$ cat config.mk
export PLATFORM = sky130hd
export DESIGN_NAME = finger_game_ctrl
export DESIGN_NICKNAME = d
export VERILOG_FILES = /design/src/rtl/finger_game_pkg.sv /design/src/rtl/key_edge_det.sv /design/src/rtl/finger_game_ctrl.sv
export SDC_FILE = /design/constraint.sdc
export NUM_CORES = 1
export LEC_CHECK = 0
export BUFFER_PORTS_ARGS = -buffer_cell sky130_fd_sc_hd__buf_2
export CORE_MARGIN = 2
export CORE_UTILIZATION = 45
export CTS_CLUSTER_SIZE = 16
export DETAILED_ROUTE_END_ITERATION = 10
export GPL_TIMING_DRIVEN = 0
export HOLD_SLACK_MARGIN = 0.08
export SYNTH_ARGS = -nofsm -noshare
export SYNTH_HDL_FRONTEND = slang
export SYNTH_SLANG_ARGS = --single-unit
$ cat constraint.sdc
create_clock -name clk -period 6.3 [get_ports clk]
set_input_delay 0.63 -clock clk [delete_from_list [all_inputs] [get_ports clk]]
set_output_delay 0.63 -clock clk [all_outputs]
set_load 0.03 [all_outputs]
$ cat src/rtl/finger_game_pkg.sv
// Shared page, key-index and game-result codes for the finger-addition game controller.
package finger_game_pkg;

    typedef enum logic [1:0] {
        PAGE_MAIN   = 2'd0,
        PAGE_HELP   = 2'd1,
        PAGE_CONFIG = 2'd2,
        PAGE_GAME   = 2'd3
    } page_t;

    typedef enum logic [1:0] {
        END_NONE = 2'd0,
        END_P0   = 2'd1,
        END_P1   = 2'd2,
        END_DRAW = 2'd3
    } end_t;

    // Bit positions inside keys = {space, down, right, left, up}; lower index wins.
    localparam int KEY_UP    = 0;
    localparam int KEY_LEFT  = 1;
    localparam int KEY_RIGHT = 2;
    localparam int KEY_DOWN  = 3;
    localparam int KEY_SPACE = 4;
    localparam int NUM_KEYS  = 5;

endpackage

$ cat src/rtl/key_edge_det.sv
// Tick-gated rising-edge detector; the history register only advances on tick.
module key_edge_det #(
    parameter int WIDTH = 5
) (
    input  logic             clk,
    input  logic             rst,
    input  logic             tick,
    input  logic [WIDTH-1:0] din,
    output logic [WIDTH-1:0] rise
);

    logic [WIDTH-1:0] prev;

    // Reset loads the live levels so keys held through reset do not fire.
    always_ff @(posedge clk) begin
        if (rst) begin
            prev <= din;
        end else if (tick) begin
            prev <= din;
        end
    end

    assign rise = tick ? (din & ~prev) : '0;

endmodule

$ cat src/rtl/finger_game_ctrl.sv
// Page navigation and game-state controller for the finger-addition game.
// Optional per-turn timeout is built when TURN_TIMEOUT_EN is defined.
//
// state       | meaning
// PAGE_MAIN   | title page: up -> CONFIG, down -> HELP
// PAGE_HELP   | rules page: down -> MAIN
// PAGE_CONFIG | hand count edit: left/right adjust, up -> GAME, down -> MAIN
// PAGE_GAME   | play: cursor moves, space selects / adds / exits when ended
module finger_game_ctrl
    import finger_game_pkg::*;
#(
    parameter int MAX_HANDS     = 5,
    parameter int MIN_HANDS     = 2,
    parameter int VAL_W         = 4,
    parameter int MODULUS       = 10,
    parameter int INIT_VAL      = 1,
    parameter int ZERO_RUN      = 2,
    parameter int TIMEOUT_TICKS = 1024
) (
    input  logic                             clk,
    input  logic                             rst,
    input  logic                             tick,
    input  logic [4:0]                       keys,
    output logic [1:0]                       page,
    output logic [$clog2(MAX_HANDS+1)-1:0]   hand_num,
    output logic                             cur_row,
    output logic [$clog2(MAX_HANDS)-1:0]     cur_col,
    output logic                             sel_row,
    output logic [$clog2(MAX_HANDS)-1:0]     sel_col,
    output logic                             selecting,
    output logic                             cur_player,
    output logic [2*MAX_HANDS*VAL_W-1:0]     status,
    output logic [VAL_W-1:0]                 predict_value,
    output logic [1:0]                       game_end
);

    localparam int HN_W  = $clog2(MAX_HANDS+1);
    localparam int COL_W = $clog2(MAX_HANDS);
    localparam logic [HN_W-1:0]  HN_MIN = HN_W'(MIN_HANDS);
    localparam logic [HN_W-1:0]  HN_MAX = HN_W'(MAX_HANDS);
    localparam logic [VAL_W:0]   MOD_V  = (VAL_W+1)'(MODULUS);
    localparam logic [VAL_W-1:0] INIT_V = VAL_W'(INIT_VAL);

    if (MODULUS > (1 << VAL_W) || MIN_HANDS > MAX_HANDS || ZERO_RUN < 1 || TIMEOUT_TICKS < 2)
    begin : g_param_check
        $error("finger_game_ctrl: inconsistent parameters");
    end

    page_t               page_q, page_n;
    end_t                end_q, end_n;
    logic [HN_W-1:0]     hn_q, hn_n;
    logic                cur_row_q, cur_row_n, sel_row_q, sel_row_n;
    logic [COL_W-1:0]    cur_col_q, cur_col_n, sel_col_q, sel_col_n;
    logic                selecting_q, selecting_n, player_q, player_n;
    logic [VAL_W-1:0]    hands_q [2][MAX_HANDS];
    logic [VAL_W-1:0]    hands_n [2][MAX_HANDS];
    logic [ZERO_RUN-1:0] hist_q, hist_n;

    logic [4:0]          rise, act;
    logic                move_done, game_start, row0_zero, row1_zero;
    logic                tgt_on_sel;
    logic [COL_W-1:0]    tgt_col, src_col, last_col;
    logic [VAL_W-1:0]    tgt_val, src_val;

`ifdef TURN_TIMEOUT_EN
    localparam int TO_W = $clog2(TIMEOUT_TICKS);
    logic [TO_W-1:0]     to_cnt_q, to_cnt_n;
`endif

    // Operands are always < MODULUS, so one conditional subtract is a full modulo.
    function automatic logic [VAL_W-1:0] add_mod(input logic [VAL_W-1:0] a, input logic [VAL_W-1:0] b);
        logic [VAL_W:0] s;
        s = {1'b0, a} + {1'b0, b};
        if (s >= MOD_V) s = s - MOD_V;
        return s[VAL_W-1:0];
    endfunction

    key_edge_det #(.WIDTH(NUM_KEYS)) u_edge (
        .clk  (clk),
        .rst  (rst),
        .tick (tick),
        .din  (keys),
        .rise (rise)
    );

    always_comb begin
        act = '0;
        if      (rise[KEY_UP])    act[KEY_UP]    = 1'b1;
        else if (rise[KEY_LEFT])  act[KEY_LEFT]  = 1'b1;
        else if (rise[KEY_RIGHT]) act[KEY_RIGHT] = 1'b1;
        else if (rise[KEY_DOWN])  act[KEY_DOWN]  = 1'b1;
        else if (rise[KEY_SPACE]) act[KEY_SPACE] = 1'b1;
    end

    // The target always sits on the mover's row; whichever of cursor/selection is there.
    assign tgt_on_sel = (sel_row_q == player_q);
    assign tgt_col    = tgt_on_sel ? sel_col_q : cur_col_q;
    assign src_col    = tgt_on_sel ? cur_col_q : sel_col_q;
    assign tgt_val    = hands_q[player_q][tgt_col];
    assign src_val    = hands_q[~player_q][src_col];
    assign last_col   = COL_W'(hn_q - 1'b1);

    always_comb begin
        page_n      = page_q;
        end_n       = end_q;
        hn_n        = hn_q;
        cur_row_n   = cur_row_q;
        cur_col_n   = cur_col_q;
        sel_row_n   = sel_row_q;
        sel_col_n   = sel_col_q;
        selecting_n = selecting_q;
        player_n    = player_q;
        hands_n     = hands_q;
        hist_n      = hist_q;
        move_done   = 1'b0;
        game_start  = 1'b0;
        row0_zero   = 1'b1;
        row1_zero   = 1'b1;
`ifdef TURN_TIMEOUT_EN
        to_cnt_n    = to_cnt_q;
`endif

        case (page_q)
            PAGE_MAIN: begin
                if (act[KEY_UP])        page_n = PAGE_CONFIG;
                else if (act[KEY_DOWN]) page_n = PAGE_HELP;
            end
            PAGE_HELP: begin
                if (act[KEY_DOWN]) page_n = PAGE_MAIN;
            end
            PAGE_CONFIG: begin
                if (act[KEY_LEFT] && hn_q > HN_MIN)  hn_n = hn_q - 1'b1;
                if (act[KEY_RIGHT] && hn_q < HN_MAX) hn_n = hn_q + 1'b1;
                if (act[KEY_DOWN]) page_n = PAGE_MAIN;
                if (act[KEY_UP]) begin
                    page_n      = PAGE_GAME;
                    game_start  = 1'b1;
                    end_n       = END_NONE;
                    cur_row_n   = 1'b0;
                    cur_col_n   = '0;
                    sel_row_n   = 1'b0;
                    sel_col_n   = '0;
                    selecting_n = 1'b0;
                    player_n    = 1'b0;
                    hist_n      = '0;
                    for (int r = 0; r < 2; r++)
                        for (int i = 0; i < MAX_HANDS; i++)
                            hands_n[r][i] = INIT_V;
                end
            end
            PAGE_GAME: begin
                if (act[KEY_UP] || act[KEY_DOWN]) cur_row_n = ~cur_row_q;
                if (act[KEY_LEFT])  cur_col_n = (cur_col_q == '0) ? last_col : cur_col_q - 1'b1;
                if (act[KEY_RIGHT]) cur_col_n = (cur_col_q >= last_col) ? '0 : cur_col_q + 1'b1;
                if (act[KEY_SPACE]) begin
                    if (end_q != END_NONE) begin
                        page_n = PAGE_MAIN;
                    end else if (!selecting_q) begin
                        sel_row_n   = cur_row_q;
                        sel_col_n   = cur_col_q;
                        selecting_n = 1'b1;
                    end else if (sel_row_q == cur_row_q || tgt_val == '0) begin
                        selecting_n = 1'b0;
                    end else begin
                        hands_n[player_q][tgt_col] = add_mod(tgt_val, src_val);
                        hist_n      = ZERO_RUN'({hist_q, (src_val == '0)});
                        player_n    = ~player_q;
                        selecting_n = 1'b0;
                        move_done   = 1'b1;
                    end
                end
            end
            default: page_n = PAGE_MAIN;
        endcase

        if (move_done) begin
            for (int i = 0; i < MAX_HANDS; i++) begin
                if (i < int'(hn_q)) begin
                    if (hands_n[0][i] != '0) row0_zero = 1'b0;
                    if (hands_n[1][i] != '0) row1_zero = 1'b0;
                end
            end
            if (row0_zero)     end_n = END_P0;
            else if (row1_zero) end_n = END_P1;
            else if (&hist_n)   end_n = END_DRAW;
        end

`ifdef TURN_TIMEOUT_EN
        // A key edge on the expiry tick holds the count so the timeout fires next tick.
        if (game_start || move_done) begin
            to_cnt_n = '0;
        end else if (page_q == PAGE_GAME && end_q == END_NONE && tick) begin
            if (to_cnt_q == TO_W'(TIMEOUT_TICKS-1)) begin
                if (rise == '0) begin
                    player_n    = ~player_q;
                    selecting_n = 1'b0;
                    to_cnt_n    = '0;
                end
            end else begin
                to_cnt_n = to_cnt_q + 1'b1;
            end
        end
`endif
    end

    always_ff @(posedge clk) begin
        if (rst) begin
            page_q      <= PAGE_MAIN;
            end_q       <= END_NONE;
            hn_q        <= HN_MIN;
            cur_row_q   <= 1'b0;
            cur_col_q   <= '0;
            sel_row_q   <= 1'b0;
            sel_col_q   <= '0;
            selecting_q <= 1'b0;
            player_q    <= 1'b0;
            hist_q      <= '0;
            for (int r = 0; r < 2; r++)
                for (int i = 0; i < MAX_HANDS; i++)
                    hands_q[r][i] <= INIT_V;
`ifdef TURN_TIMEOUT_EN
            to_cnt_q    <= '0;
`endif
        end else begin
            page_q      <= page_n;
            end_q       <= end_n;
            hn_q        <= hn_n;
            cur_row_q   <= cur_row_n;
            cur_col_q   <= cur_col_n;
            sel_row_q   <= sel_row_n;
            sel_col_q   <= sel_col_n;
            selecting_q <= selecting_n;
            player_q    <= player_n;
            hist_q      <= hist_n;
            hands_q     <= hands_n;
`ifdef TURN_TIMEOUT_EN
            to_cnt_q    <= to_cnt_n;
`endif
        end
    end

    always_comb begin
        status = '0;
        for (int r = 0; r < 2; r++)
            for (int i = 0; i < MAX_HANDS; i++)
                status[(r*MAX_HANDS+i)*VAL_W +: VAL_W] = hands_q[r][i];
    end

    assign predict_value = (selecting_q && (sel_row_q != cur_row_q))
                         ? add_mod(hands_q[cur_row_q][cur_col_q], hands_q[sel_row_q][sel_col_q])
                         : '0;

    assign page       = page_q;
    assign game_end   = end_q;
    assign hand_num   = hn_q;
    assign cur_row    = cur_row_q;
    assign cur_col    = cur_col_q;
    assign sel_row    = sel_row_q;
    assign sel_col    = sel_col_q;
    assign selecting  = selecting_q;
    assign cur_player = player_q;

endmodule

==> out/summary.txt <==
H-tree levels = 3
Clock transition at path regs = 0.06 ns
Routed WL = 20590 um
# diodes = 0
Vias in the first global route = 5279
Synth Warn # = 0
CP Capture Type = flip-flop
Most common cell after layout, fill and taps aside = buf_2
CP Launch Point = cur_player
Placed wire-length estimate = 15960 um
Filler cell count = 1143
Leak pwr = 2.422 nW
CTS buffer count = 9
Initial DRC Count = 645
Die extent in x = 115.4 um
Congestion Overflow GR = 0
Worst r2r dst = game_end[1]
Crit path kind = flip-flop to flip-flop
Mapped cell area = 5580 um^2
Crit path time final = 5.904 ns
Core Area = 12060 um^2
Reg2reg setup slack = 0.40 ns
R2R cell count = 21
Final count of negative-setup-slack endpoints = 0
Slew headroom = 0.1120
GPL Wtd Cong = 0.9649
CP required = 6.48 ns
Initial antenna violation count = 0
CP endpoint = game_end[1]
Vias post-DR = 5677
Fin area = 6406 um^2
Avg Inst Size Synth = 8.706 um^2
Post-route ant nets = 0
Top Ports = 69
Post-synth ARST share = 0
RSZ-0062 raised after global routing = false
Wire per inst = 23.11 um
Max Slew Vio Count = 0
Largest net degree at the start of global routing = 20
F_max = 0.1694 GHz
Via density per instance = 6.371
Slew @ Worst Pin = 1.320 ns
Area of the multi-input gates = 3993 um^2
Placed Area = 6126 um^2
VDD IR-drop max = 0.1073 mV
FF+latch area = 1331 um^2
Rows = 40
Slowest CP cell = mux4_2
Tcrit/Tclk final = 0.9371
CP arrival = 6.09 ns
Crit path max fanout = 19
TritonRoute pass-1 iters = 5
Slowest stage delay, CP = 0.56 ns
Dominant synthesized flop cell = dfxtp_1
Die area = 13310 um^2
Clk_lat worst skew = 0.34 ns
Synthesized instance count = 641
IO buf count = 67
Post-layout util = 0.5311
Distinct cells, synth = 76
Clock skew = 0.005916 ns
Startpoint Class = flip-flop
Global-route wire length before repair = 31360 um
Synthesis-stage register bit count = 64
Seq/Total Area, Yosys = 0.2386
Initial Utilization = 0.4627
Nets@finish = 747
Synthesis-to-layout area growth = 14.80%
Root Driver = clkbuf_16
Clock sink count = 64
Max cap viols = 0
# Post-CTS Setup Buffers = 0
Post_cts resized = 0
Most frequent cells in the layout = 70 x buf_2, 68 x nor2_1, 59 x dfxtp_1, 53 x mux2i_1, 46 x nand2_1
Worst reg2reg path startpoint = cur_player
Fin. Hold Viols = 0
Synth Net Count = 670
Share of cells above drive strength 1 = 0.2019
Critical-path cell list = buf_2, buf_4, buf_4, buf_6, mux4_2, mux2i_1, o22ai_1, ha_1, fa_1, xor3_2, inv_1, ha_1, a31oi_1, a21bo_2, and2_4, buf_6, a22o_1, nor3b_1, o22ai_1, a2111oi_2, a221oi_1
PwrDens = 149.9 nW/um^2
Gr usage total = 0.3180
DRC = 0
Die Y = 115.4 um
Tightest Hold Check Type = input port to flip-flop
Status = finished, final reports clean
CTS Buffer Depth = 2
Post-synth EDFFs = 5
CTS tree = built
CTS Hold Buffers Added = 0
[kinds of logic after synthesis]
logic type	after synthesis	share of synthesized area
adder cells (fa/ha/maj)	21	0.04978
buffers and inverters	53	0.04596
flip-flops	64	0.2386
AO/OA/AOI/OAI	180	0.2274
XOR/XNOR	11	0.02018
AND/OR/NAND/NOR	220	0.1982
multiplexers	92	0.2200
[how the worst min path moves through the flow]
stage	startpoint	depth (start not counted)	end
after floorplan	hist_q[1]	2	hist_q[1]
after global placement	hist_q[1]	2	hist_q[1]
after detailed placement	status[17]	2	status[17]
after CTS	keys[1]	1	u_edge.prev[1]
after global routing	keys[1]	1	u_edge.prev[1]
final	keys[3]	1	u_edge.prev[3]
[layer usage]
layer / track usage / up-vias / share of wire
li1: - / 2582 / -
met1: 0.4515 / 2771 / 0.44
met2: 0.4877 / 289 / 0.45
met3: 0.05377 / 35 / 0.088
met4: 0.1141 / 0 / 0.026
met5: 0 / - / 0
[through the flow]
| step | hold slack (ns) | TNS [ns] | std cells | total power [W] | worst slack [ns] |
|---|---|---|---|---|---|
| 3_5_place_dp | 0.5636 | -0.3168 | 876 | 0.0004791 | -0.1869 |
| 4_1_cts | 0.4788 | 0 | 891 | 0.0009603 | 0.3418 |
| 2_1_floorplan | 0.4962 | 0 | 641 | 0.0004609 | 0.7895 |
| 6_report | 0.4842 | 0 | 891 | 0.0009604 | 0.3962 |
| 5_1_grt | 0.4865 | 0 | 891 | 0.0009857 | 0.07261 |
| 3_3_place_gp | 0.5147 | -0.2759 | 876 | 0.0004784 | -0.1685 |
[critical path: cells and delay by family (launching register included)]
family / cells / cell delay, ns
compound gates: 7 / 1.49
xor+xnor: 1 / 0.42
fa+ha+maj: 3 / 0.89
buf+inv: 6 / 1.27
flops: 1 / 0.40
mux: 2 / 0.74
simple gates: 2 / 0.51
[synthesized netlist by cell type, types with 5 or more instances]
master    number  share of area
mux2i_1       53          0.095
a21oi_1       34          0.030
and2_1         7         0.0078
inv_1         11         0.0074
nor3b_1        8          0.011
nor3_1        17          0.015
nand3b_1       5         0.0067
nand2_1       46          0.031
o21ai_0       32          0.029
o211ai_1       5         0.0067
a22oi_1       23          0.031
mux2_2        15          0.030
ha_1          19          0.043
clkbuf_1      28          0.019
and3_1        10          0.011
a21o_1         8          0.011
a21boi_0       5         0.0067
mux4_2        21          0.085
xnor2_1        8          0.013
nand2b_1      15          0.017
a211oi_1       5         0.0067
nor2_1        68          0.046
a31oi_1        5         0.0056
o21a_1         5         0.0067
nand3_1        8         0.0072
nor2b_1       15          0.017
o22ai_1       16          0.018
edfxtp_1       5          0.027
dfxtp_1       59           0.21
[layout make-up]
type	instances	area share
plain buffers	40	0.03301
clock inverters	5	0.007422
clock buffers	11	0.03633
inverters	12	0.007031
flip-flops and latches	64	0.2078
repair buffers	67	0.05234
multi-input cells	524	0.6232
well taps	168	0.03281
[where the power goes]
group	internal [W]	leakage [nW]	switching (W)
sequential	0.000415	0.527	0.00000202
combinational	0.0000155	1.76	0.0000393
clock	0.000302	0.138	0.000186
total	0.000733	2.42	0.000228
[flip-flops by register name, indices dropped and copies added (netlist names), 2 cells and up]
name         count
game_end         2
sel_col          3
hand_num         3
cur_col          3
status          40
page             2
hist_q           2
u_edge.prev      5
Note: power is estimated with default switching activity, not from simulation.
